<file path="src/rtl/vram_pkg.sv">
// Shared types and constants for the VRAM snoop writer: queued entry layout,
// screen bank numbers and VRAM write-port address width.
package vram_pkg;

    localparam int VRAM_AW = 15;

    localparam logic [2:0] BANK_SCR0 = 3'd5;
    localparam logic [2:0] BANK_SCR1 = 3'd7;

    typedef struct packed {
        logic        bank7;
        logic [13:0] offset;
        logic [7:0]  data;
    } vram_entry_t;

    localparam int ENTRY_W = $bits(vram_entry_t);

    function automatic vram_entry_t make_entry(input logic bank7,
                                               input logic [13:0] offset,
                                               input logic [7:0] data);
        vram_entry_t e;
        e.bank7  = bank7;
        e.offset = offset;
        e.data   = data;
        return e;
    endfunction

endpackage

</file>
<file path="src/rtl/vram_wfifo.sv">
// Generic synchronous FIFO, depth 2**FIFO_AW, first-word-fall-through read.
// A push into a full FIFO succeeds when a pop happens in the same cycle.
module vram_wfifo #(
    parameter int WIDTH   = 23,
    parameter int FIFO_AW = 2
) (
    input  logic               clk_sys,
    input  logic               reset,
    input  logic               i_push,
    input  logic [WIDTH-1:0]   i_wdata,
    input  logic               i_pop,
    output logic [WIDTH-1:0]   o_rdata,
    output logic               o_full,
    output logic               o_empty,
    output logic [FIFO_AW:0]   o_count
);

    localparam logic [FIFO_AW:0] DEPTH = (FIFO_AW+1)'(1 << FIFO_AW);

    logic [WIDTH-1:0]   r_mem [1 << FIFO_AW];
    logic [FIFO_AW-1:0] r_wr_ptr;
    logic [FIFO_AW-1:0] r_rd_ptr;
    logic [FIFO_AW:0]   r_count;
    logic               w_do_push;
    logic               w_do_pop;

    assign o_full    = (r_count == DEPTH);
    assign o_empty   = (r_count == '0);
    assign o_count   = r_count;
    assign o_rdata   = r_mem[r_rd_ptr];
    assign w_do_pop  = i_pop & ~o_empty;
    assign w_do_push = i_push & (~o_full | w_do_pop);

    // NOTE: sequential state uses non-blocking assignments so every flop
    // samples pre-edge values regardless of block evaluation order.
    always_ff @(posedge clk_sys) begin
        if (reset) begin
            r_wr_ptr <= '0;
            r_rd_ptr <= '0;
            r_count  <= '0;
        end else begin
            if (w_do_push) r_wr_ptr <= r_wr_ptr + 1'b1;
            if (w_do_pop)  r_rd_ptr <= r_rd_ptr + 1'b1;
            case ({w_do_push, w_do_pop})
                2'b10:   r_count <= r_count + 1'b1;
                2'b01:   r_count <= r_count - 1'b1;
                default: r_count <= r_count;
            endcase
        end
    end

    // NOTE: storage is deliberately not reset; the pointers and count define
    // validity, and a reset-free array maps onto plain RAM/LUT cells.
    always_ff @(posedge clk_sys) begin
        if (w_do_push) r_mem[r_wr_ptr] <= i_wdata;
    end

endmodule

</file>
<file path="src/rtl/vram_snoop_writer.sv">
// Snoops CPU (and optionally loader) writes to screen banks 5/7 and drains them
// into the VRAM write port. Loader path enabled by defining VRAM_SNOOP_LOADER_EN.
module vram_snoop_writer
    import vram_pkg::*;
#(
    parameter int FIFO_AW = 2
) (
    input  logic               clk_sys,
    input  logic               reset,
    input  logic [15:0]        addr,
    input  logic [7:0]         din,
    input  logic               nMREQ,
    input  logic               nWR,
    input  logic               nRFSH,
    input  logic               m128,
    input  logic [2:0]         page_ram,
    input  logic               ldr_wr,
    input  logic [2:0]         ldr_bank,
    input  logic [13:0]        ldr_addr,
    input  logic [7:0]         ldr_data,
    output logic               ldr_busy,
    output logic               vram_wreq,
    input  logic               vram_wgnt,
    output logic [VRAM_AW-1:0] vram_waddr,
    output logic [7:0]         vram_wdata,
    output logic               overflow
);

    localparam logic [FIFO_AW:0] DEPTH = (FIFO_AW+1)'(1 << FIFO_AW);

    logic        r_strobe;
    logic        r_strobe_d;
    logic        r_armed;
    logic        r_overflow;
    logic        w_cpu_wr;
    logic        w_capture;
    logic        w_scr5;
    logic        w_scr7;
    logic        w_cpu_hit;
    logic        w_ldr_hit;
    logic        w_can_push;
    logic        w_push;
    logic        w_pop;
    logic        w_full;
    logic        w_empty;
    logic [FIFO_AW:0] w_count;
    vram_entry_t w_cpu_entry;
    vram_entry_t w_ldr_entry;
    vram_entry_t w_push_entry;
    vram_entry_t w_head;

    assign w_cpu_wr = ~nMREQ & ~nWR & nRFSH;

    // r_armed blocks a capture for a write cycle already under way at reset
    // release; it arms once the raw strobe has been seen inactive.
    always_ff @(posedge clk_sys) begin
        if (reset) begin
            r_strobe   <= 1'b0;
            r_strobe_d <= 1'b0;
            r_armed    <= 1'b0;
            r_overflow <= 1'b0;
        end else begin
            r_strobe   <= w_cpu_wr;
            r_strobe_d <= r_strobe;
            if (!w_cpu_wr) r_armed <= 1'b1;
            if (w_cpu_hit && !w_can_push) r_overflow <= 1'b1;
        end
    end

    assign w_capture = r_strobe & ~r_strobe_d & r_armed;

    assign w_scr5 = (addr[15:14] == 2'b01) |
                    ((addr[15:14] == 2'b11) & m128 & (page_ram == BANK_SCR0));
    assign w_scr7 = (addr[15:14] == 2'b11) & m128 & (page_ram == BANK_SCR1);

    assign w_cpu_hit   = w_capture & (w_scr5 | w_scr7);
    assign w_cpu_entry = make_entry(w_scr7, addr[13:0], din);

`ifdef VRAM_SNOOP_LOADER_EN
    assign w_ldr_hit   = ldr_wr & ~w_capture &
                         ((ldr_bank == BANK_SCR0) | (ldr_bank == BANK_SCR1));
    assign w_ldr_entry = make_entry(ldr_bank == BANK_SCR1, ldr_addr, ldr_data);
    assign ldr_busy    = w_full | w_capture;
`else
    logic w_ldr_unused;
    // Loader ports stay on the interface but have no effect in this build.
    assign w_ldr_unused = ^{ldr_wr, ldr_bank, ldr_addr, ldr_data};
    assign w_ldr_hit    = 1'b0;
    assign w_ldr_entry  = '0;
    assign ldr_busy     = w_ldr_unused & 1'b0;
`endif

    assign w_pop        = ~w_empty & vram_wgnt;
    assign w_can_push   = (w_count < DEPTH) | w_pop;
    assign w_push       = (w_cpu_hit | w_ldr_hit) & w_can_push;
    assign w_push_entry = w_cpu_hit ? w_cpu_entry : w_ldr_entry;

    vram_wfifo #(
        .WIDTH   (ENTRY_W),
        .FIFO_AW (FIFO_AW)
    ) u_fifo (
        .clk_sys (clk_sys),
        .reset   (reset),
        .i_push  (w_push),
        .i_wdata (w_push_entry),
        .i_pop   (w_pop),
        .o_rdata (w_head),
        .o_full  (w_full),
        .o_empty (w_empty),
        .o_count (w_count)
    );

    // Unwritten storage may be undefined, so the head is masked while empty.
    assign vram_wreq  = ~w_empty;
    assign vram_waddr = w_empty ? '0 : {w_head.bank7, w_head.offset};
    assign vram_wdata = w_empty ? '0 : w_head.data;
    assign overflow   = r_overflow;

endmodule

</file>
<file path="config.mk">
export PLATFORM = sky130hd
export DESIGN_NAME = vram_snoop_writer
export DESIGN_NICKNAME = d
export VERILOG_FILES = /design/src/rtl/vram_pkg.sv /design/src/rtl/vram_wfifo.sv /design/src/rtl/vram_snoop_writer.sv
export SDC_FILE = /design/constraint.sdc
export NUM_CORES = 1
export LEC_CHECK = 0
export ABC_AREA = 0
export ABC_CLOCK_PERIOD_IN_PS = 3600
export CAP_MARGIN = 30
export CELL_PAD_IN_SITES_DETAIL_PLACEMENT = 0
export CELL_PAD_IN_SITES_GLOBAL_PLACEMENT = 1
export CORE_MARGIN = 2
export CORE_UTILIZATION = 43
export DETAILED_ROUTE_END_ITERATION = 7
export PLACE_DENSITY_LB_ADDON = 0.1
export SLEW_MARGIN = 5
export SYNTH_ARGS = -nofsm -noshare
export SYNTH_HDL_FRONTEND = slang
export SYNTH_HIERARCHICAL = 1
export SYNTH_SLANG_ARGS = --single-unit
</file>
<file path="constraint.sdc">
create_clock -name clk_sys -period 3.6 [get_ports clk_sys]
set_clock_uncertainty 0.05 [all_clocks]
set_input_delay 0.54 -clock clk_sys [delete_from_list [all_inputs] [get_ports clk_sys]]
set_output_delay 0.54 -clock clk_sys [all_outputs]
set_load 0.02 [all_outputs]
</file>
==> impl_metrics.yaml, run 1 <==
run_status:
  status: "finished, final reports clean"
routing:
  drcViolationCount: 0
  drt_pre_antenna_iters: 4
  routed_wl_um: 7470
  ant_nets: 0
  drt_iter0_drc: 59
  vias: 2228
  wl_per_cell_um: 16.7
  routed_via_density: 5.00
layout:
  area_delta_synth_final_pct: 20.4
  nNetsFinal: 374
  final_util_pct: 53.7
  multi_input_area_um2: 1230
  ff_latch_area_um2: 3020
  n_fill_cell: 853
  antenna_cells: 0
  drive_gt1_share_pct: 19.5
critical_path:
  reg2reg_setup_slack_ns: 1.05
  timing.rr.start: "u_fifo/o_count[1]$_SDFFE_PP0P_"
  slowest_delay_ns: 0.62
  crit_path_max_fanout: 13
  cp_data_required_time_ns: 3.01
  reg2reg_depth: 11
  critical_path_class: "flop to output pin"
  path_cells: "buf_4 > mux4_2 > and2b_2 > clkdlybuf4s50_1"
  cp-end-kind: "output pin"
  slowest_stage: "dfxtp_2"
  worstPathArrival_ns: 2.46
  startpoint_type: "flop"
  r2r_end: "u_fifo/o_count[2]$_SDFFE_PP0P_"
  cp-endpoint: "vram_waddr[9]"
synthesis:
  synth_area_um2: 4380
  synth-warning-count: 6
  synth_cells: 244
  synth_mux_area_share_pct: 12.4
  synthesis.nets: 310
  syn_avg_cell_area_um2: 17.9
  ys_types: 38
  yosys.area_share.simple_pct: 10.8
  synth_xor_area_share_pct: 0.600
  ys_top_cells_by_area: "edfxtp_1, mux4_2, dfxtp_1, and2_1, nor2b_1"
  synth_top_family_by_area: "multiplexers"
  ys_seq_area_share_pct: 69.0
  yosys.area_share.adder_pct: 1.89
  synth_seq_cells: 105
  synth-compound-area-share_pct: 2.11
  netlist.area_leader.share_pct: 63.1
  yosysTopAreaCell: "edfxtp_1"
place:
  gp_congestion: 0.662
  hpwl_um: 4430
  port_buffers: 58
floorplan:
  dieArea_um2: 11000
  die_y_um: 105
  core_um2: 9820
  row_count: 36
  io_pins: 86
  die_w_um: 105
  initial_core_util_pct: 44.6
clock_network:
  tritoncts: "built"
  clock-root-buffer: "clkbuf_8"
  clkTransAtPathRegs_ns: 0.09
  htree_levels: 3
  clk_latency_ns: 0.35
  numCtsBuffers: 9
  clock_sinks: 105
  cts_resized: 0
  cts_setup_buffers: 0
  cts-hold-fix-buffers: 0
  clock_path_buffers: 2
timing:
  setup_viol: 0
  finalHoldViolCount: 0
  slew_headroom_pct: 54.6
  period_needed_ns: 3.05
  finalCritPeriodShare_pct: 84.8
  slew_viol_final: 0
  setup_tns_ns: 0
  max_freq_mhz: 328
  rsz0062_at_grt: "false"
  tightestPinTransition_ns: 0.681
global_routing:
  track_usage_pct: 14.1
  grt-ovfl-total: 0
  first_global_vias: 2318
  grt_pass1_wl_um: 11700
  grt_max_degree: 27
  antenna_found_initial: 0
run:
  maxCapViolations: 0
pwr:
  power_density_nw_per_um2: 391
  ir_drop_mv: 0.211
  p_leak_nw: 1.81
worst_hold_path:
  min_path_type: "flop to flop"
layout by cell type, fill, tap and decap left out, drive strengths merged, types with 5 or more instances in the layout:
cell / n
clkbuf: 12
edfxtp: 92
and2: 26
mux4: 23
nor2: 8
nor2b: 21
clkdlybuf4s50: 58
inv: 11
ha: 5
buf: 6
dfxtp: 13
cell families (layout without fill, tap and decap cells):
kind of cell | Yosys count | after routing
compound gates | 11 | 11
xor+xnor | 3 | 3
fa+ha+maj | 6 | 6
buf+inv | 21 | 90
flops | 105 | 105
mux | 25 | 25
other cells | 1 | 1
simple gates | 72 | 72
how the worst min path moves through the flow:
stage,endpoint,slack [ns],startpoint,cells after the start
final,overflow$_SDFFE_PP0P_,0.43,overflow$_SDFFE_PP0P_,1
after global routing,r_strobe_d$_SDFF_PP0_,0.46,r_strobe$_SDFF_PP0_,1
after CTS,overflow$_SDFFE_PP0P_,0.44,overflow$_SDFFE_PP0P_,1
after detailed placement,overflow$_SDFFE_PP0P_,0.42,overflow$_SDFFE_PP0P_,1
after global placement,overflow$_SDFFE_PP0P_,0.41,overflow$_SDFFE_PP0P_,1
after floorplan,flop,0.41,u_fifo/r_rd_ptr[1]$_SDFFE_PP0P_,2
area by class of cell:
type,instances,area share (%)
multi-input cells,118,23.3
clock buffers,12,2.56
repair buffers,64,11.9
inverters,10,0.712
clock inverters,4,1.02
well taps,133,3.16
flip-flops and latches,105,57.4
critical path: cells and delay by family, from the launching register on:
kind,cells,cell delay [ns]
DFF,1,0.62
and+or+nand+nor,1,0.20
buffers and inverters,2,0.79
muxes,1,0.50
power breakdown:
| group | total [mW] | leakage (nW) | switching, mW | internal [mW] |
|---|---|---|---|---|
| sequential | 1.31 | 1.05 | 0.00173 | 1.31 |
| clock | 0.696 | 0.0872 | 0.370 | 0.325 |
| combinational | 0.0592 | 0.671 | 0.0183 | 0.0408 |
| total | 2.06 | 1.81 | 0.390 | 1.67 |
per-layer routing:
metal / track usage [%] / vias to the layer above / wire [um]
li1: - / 1042 / -
met1: 16.8 / 1128 / 3130
met2: 25.0 / 46 / 3930
met3: 2.74 / 12 / 278
met4: 6.29 / 0 / 133
met5: 0 / - / 0
flip-flops by register name, indices dropped and copies added (netlist names), named ones only:
register	flops
u_fifo/r_mem	92
u_fifo/o_count	3
u_fifo/r_rd_ptr	2
u_fifo/r_wr_ptr	2
overflow	1
r_armed	1
r_strobe	1
r_strobe_d	1
metrics by stage:
step / hold WS (ns) / std cells / area [um2] / setup slack [ns] / power [mW]
after CTS: 0.440 / 446 / 5270 / 0.474 / 2.08
after floorplan: 0.409 / 244 / 4380 / 0.842 / 1.35
after global placement: 0.415 / 430 / 5080 / 0.660 / 1.40
after global routing: 0.459 / 446 / 5270 / 0.365 / 2.14
after detailed placement: 0.420 / 430 / 5080 / 0.640 / 1.40
final: 0.433 / 446 / 5270 / 0.548 / 2.06
cells in the mapped netlist:
master / instances
ha_1: 5
edfxtp_1: 92
nor2_1: 8
and2_1: 22
nand2b_1: 2
inv_1: 10
buf_2: 2
mux2i_1: 1
conb_1: 1
nor3b_2: 1
or3_1: 1
buf_12: 2
xor2_1: 3
dfxtp_1: 13
o21a_1: 1
nand2_1: 2
nor2b_1: 20
nor3_1: 2
nor4b_1: 2
buf_4: 3
mux4_2: 23
nor2b_2: 1
fa_1: 1
and2_2: 4
mux2_4: 1
nand4b_4: 1
a21oi_1: 3
buf_6: 1
o21ba_1: 1
o31ai_1: 1
a21boi_2: 1
or3_2: 1
and2b_2: 4
a2111oi_2: 1
o21ai_0: 2
clkbuf_1: 3
nand3_2: 1
a21oi_4: 1
No activity file was read; power rests on OpenSTA's default activity.
==> run 2: changes to the inputs <==
--- a/config.mk
+++ b/config.mk
@@ -6,7 +6,7 @@
 export NUM_CORES = 1
 export LEC_CHECK = 0
 export ABC_AREA = 0
-export ABC_CLOCK_PERIOD_IN_PS = 3600
+export ABC_CLOCK_PERIOD_IN_PS = 2900
 export CAP_MARGIN = 30
 export CELL_PAD_IN_SITES_DETAIL_PLACEMENT = 0
 export CELL_PAD_IN_SITES_GLOBAL_PLACEMENT = 1
==> constraint.sdc (replaced) <==
create_clock -name clk_sys -period 2.9 [get_ports clk_sys]
set_clock_uncertainty 0.05 [all_clocks]
set_input_delay 0.435 -clock clk_sys [delete_from_list [all_inputs] [get_ports clk_sys]]
set_output_delay 0.435 -clock clk_sys [all_outputs]
set_load 0.02 [all_outputs]
==> run 2 against run 1 <==
Routed wire length decreased by 0.91%. Register-to-register slack got worse by 0.64 ns. Power increased by 34%. Sequential share of layout area decreased by 1.6 points. Sequential power increased by 24%. Worst setup slack got worse by 0.39 ns. Via count decreased by 1.5%. First-iteration DRC count decreased by 22%. Critical endpoint is now vram_wdata[7]. Largest cell class unchanged. Largest power group unchanged.
==> impl_metrics.yaml, run 2 (synthesis results as in run 1) <==
run_status:
  status: "finished, final reports clean"
floorplan:
  io_pins: 86
  row_count: 36
  initial_core_util_pct: 44.6
  die_y_um: 105
  dieArea_um2: 11000
  die_w_um: 105
  core_um2: 9820
clock_network:
  clk_latency_ns: 0.35
  cts_setup_buffers: 0
  clkTransAtPathRegs_ns: 0.09
  cts_resized: 0
  clock_sinks: 105
  clock_path_buffers: 2
  clock-root-buffer: "clkbuf_8"
  cts-hold-fix-buffers: 0
  numCtsBuffers: 9
  tritoncts: "built"
  htree_levels: 3
place:
  port_buffers: 58
  gp_congestion: 0.689
  hpwl_um: 4590
global_routing:
  track_usage_pct: 14.4
  grt-ovfl-total: 0
  grt_max_degree: 27
  first_global_vias: 2322
  antenna_found_initial: 0
  grt_pass1_wl_um: 11800
layout:
  largest_register_ffs: 92
  largest_register: "u_fifo/r_mem"
  nNetsFinal: 382
  multi_input_area_um2: 1230
  layout_commonest_cell: "edfxtp_1"
  ff_latch_area_um2: 3020
  final_cell_mix: "edfxtp_1, clkdlybuf4s50_1, mux4_2"
  n_fill_cell: 823
  drive_gt1_share_pct: 22.1
  area_delta_synth_final_pct: 23.9
  antenna_cells: 0
timing:
  period_needed_ns: 2.75
  max_freq_mhz: 364
  setup_tns_ns: 0
  setup_viol: 0
  fin_hold_ws_ns: 0.435
  finalHoldViolCount: 0
  finalCritPeriodShare_pct: 94.7
  slew_viol_final: 0
  rsz0062_at_grt: "false"
routing:
  drt_iter0_drc: 46
  routed_via_density: 4.83
  routed_wl_um: 7400
  wl_per_cell_um: 16.3
  drt_pre_antenna_iters: 4
  drcViolationCount: 0
  vias: 2195
  ant_nets: 0
critical_path:
  worstPathArrival_ns: 2.26
  cp_data_required_time_ns: 2.41
  crit_path_max_fanout: 20
  startpoint_type: "flop"
  timing.rr.start: "u_fifo/o_count[1]$_SDFFE_PP0P_"
  critical_path_class: "flop to output pin"
  cp-end-kind: "output pin"
worst_hold_path:
  min_from: "overflow$_SDFFE_PP0P_"
  min_path_type: "flop to flop"
pwr:
  ir_drop_mv: 0.294
  p_leak_nw: 1.90
  power_density_nw_per_um2: 508
run:
  maxCapViolations: 0
## run 2: power breakdown
group	switching (mW)	internal [mW]
clock network	0.459	0.597
logic	0.0233	0.0520
registers	0.00211	1.62
total	0.484	2.27
## run 2: path summary, 6_finish.rpt
check / endpoint / slack (ns) / cells after the start
worst max-delay path: vram_wdata[7] / 0.15 / 4
worst min-delay path: overflow$_SDFFE_PP0P_ / 0.44 / 1
worst max register to register: u_fifo/o_count[2]$_SDFFE_PP0P_ / 0.41 / 11
worst min register to register: overflow$_SDFFE_PP0P_ / 0.44 / 1
## run 2: layout make-up
| type | instances | share of cell area [%] |
|---|---|---|
| Inverter | 10 | 0.692 |
| Timing Repair Buffer | 72 | 13.3 |
| Multi-Input combinational cell | 118 | 22.6 |
| Clock inverter | 5 | 1.91 |
| Clock buffer | 11 | 2.61 |
| Sequential cell | 105 | 55.8 |
| Tap cell | 133 | 3.07 |
## run 2: routing by layer
layer | vias to the layer above | share of wire, % | track usage [%] | routed length, um
met1 | 1088 | 41 | 16.8 | 3010
met4 | 0 | 1.1 | 6.00 | 83
li1 | 1054 | - | - | -
met5 | - | 0 | 0 | 0
met2 | 46 | 54 | 25.9 | 3990
met3 | 7 | 4.2 | 3.06 | 311
## run 2: critical path, cell delays in order (launching register included)
cell	delay (ns)
dfxtp_2	0.42
buf_12	0.23
mux4_2	0.52
and2b_2	0.20
clkdlybuf4s50_1	0.53
## run 2: through the flow
step | area, um2 | setup slack, ns | util [%] | cells | power [mW]
floorplan | 4380 | 0.142 | - | 244 | 1.68
global placement | 5180 | 0.0669 | 52.7 | 438 | 1.73
detailed placement | 5180 | 0.0712 | 52.7 | 438 | 1.73
CTS | 5420 | 0.0952 | 55.2 | 454 | 2.79
global route | 5420 | 0.0447 | 55.2 | 454 | 2.86
finish | 5420 | 0.153 | 55.2 | 454 | 2.76
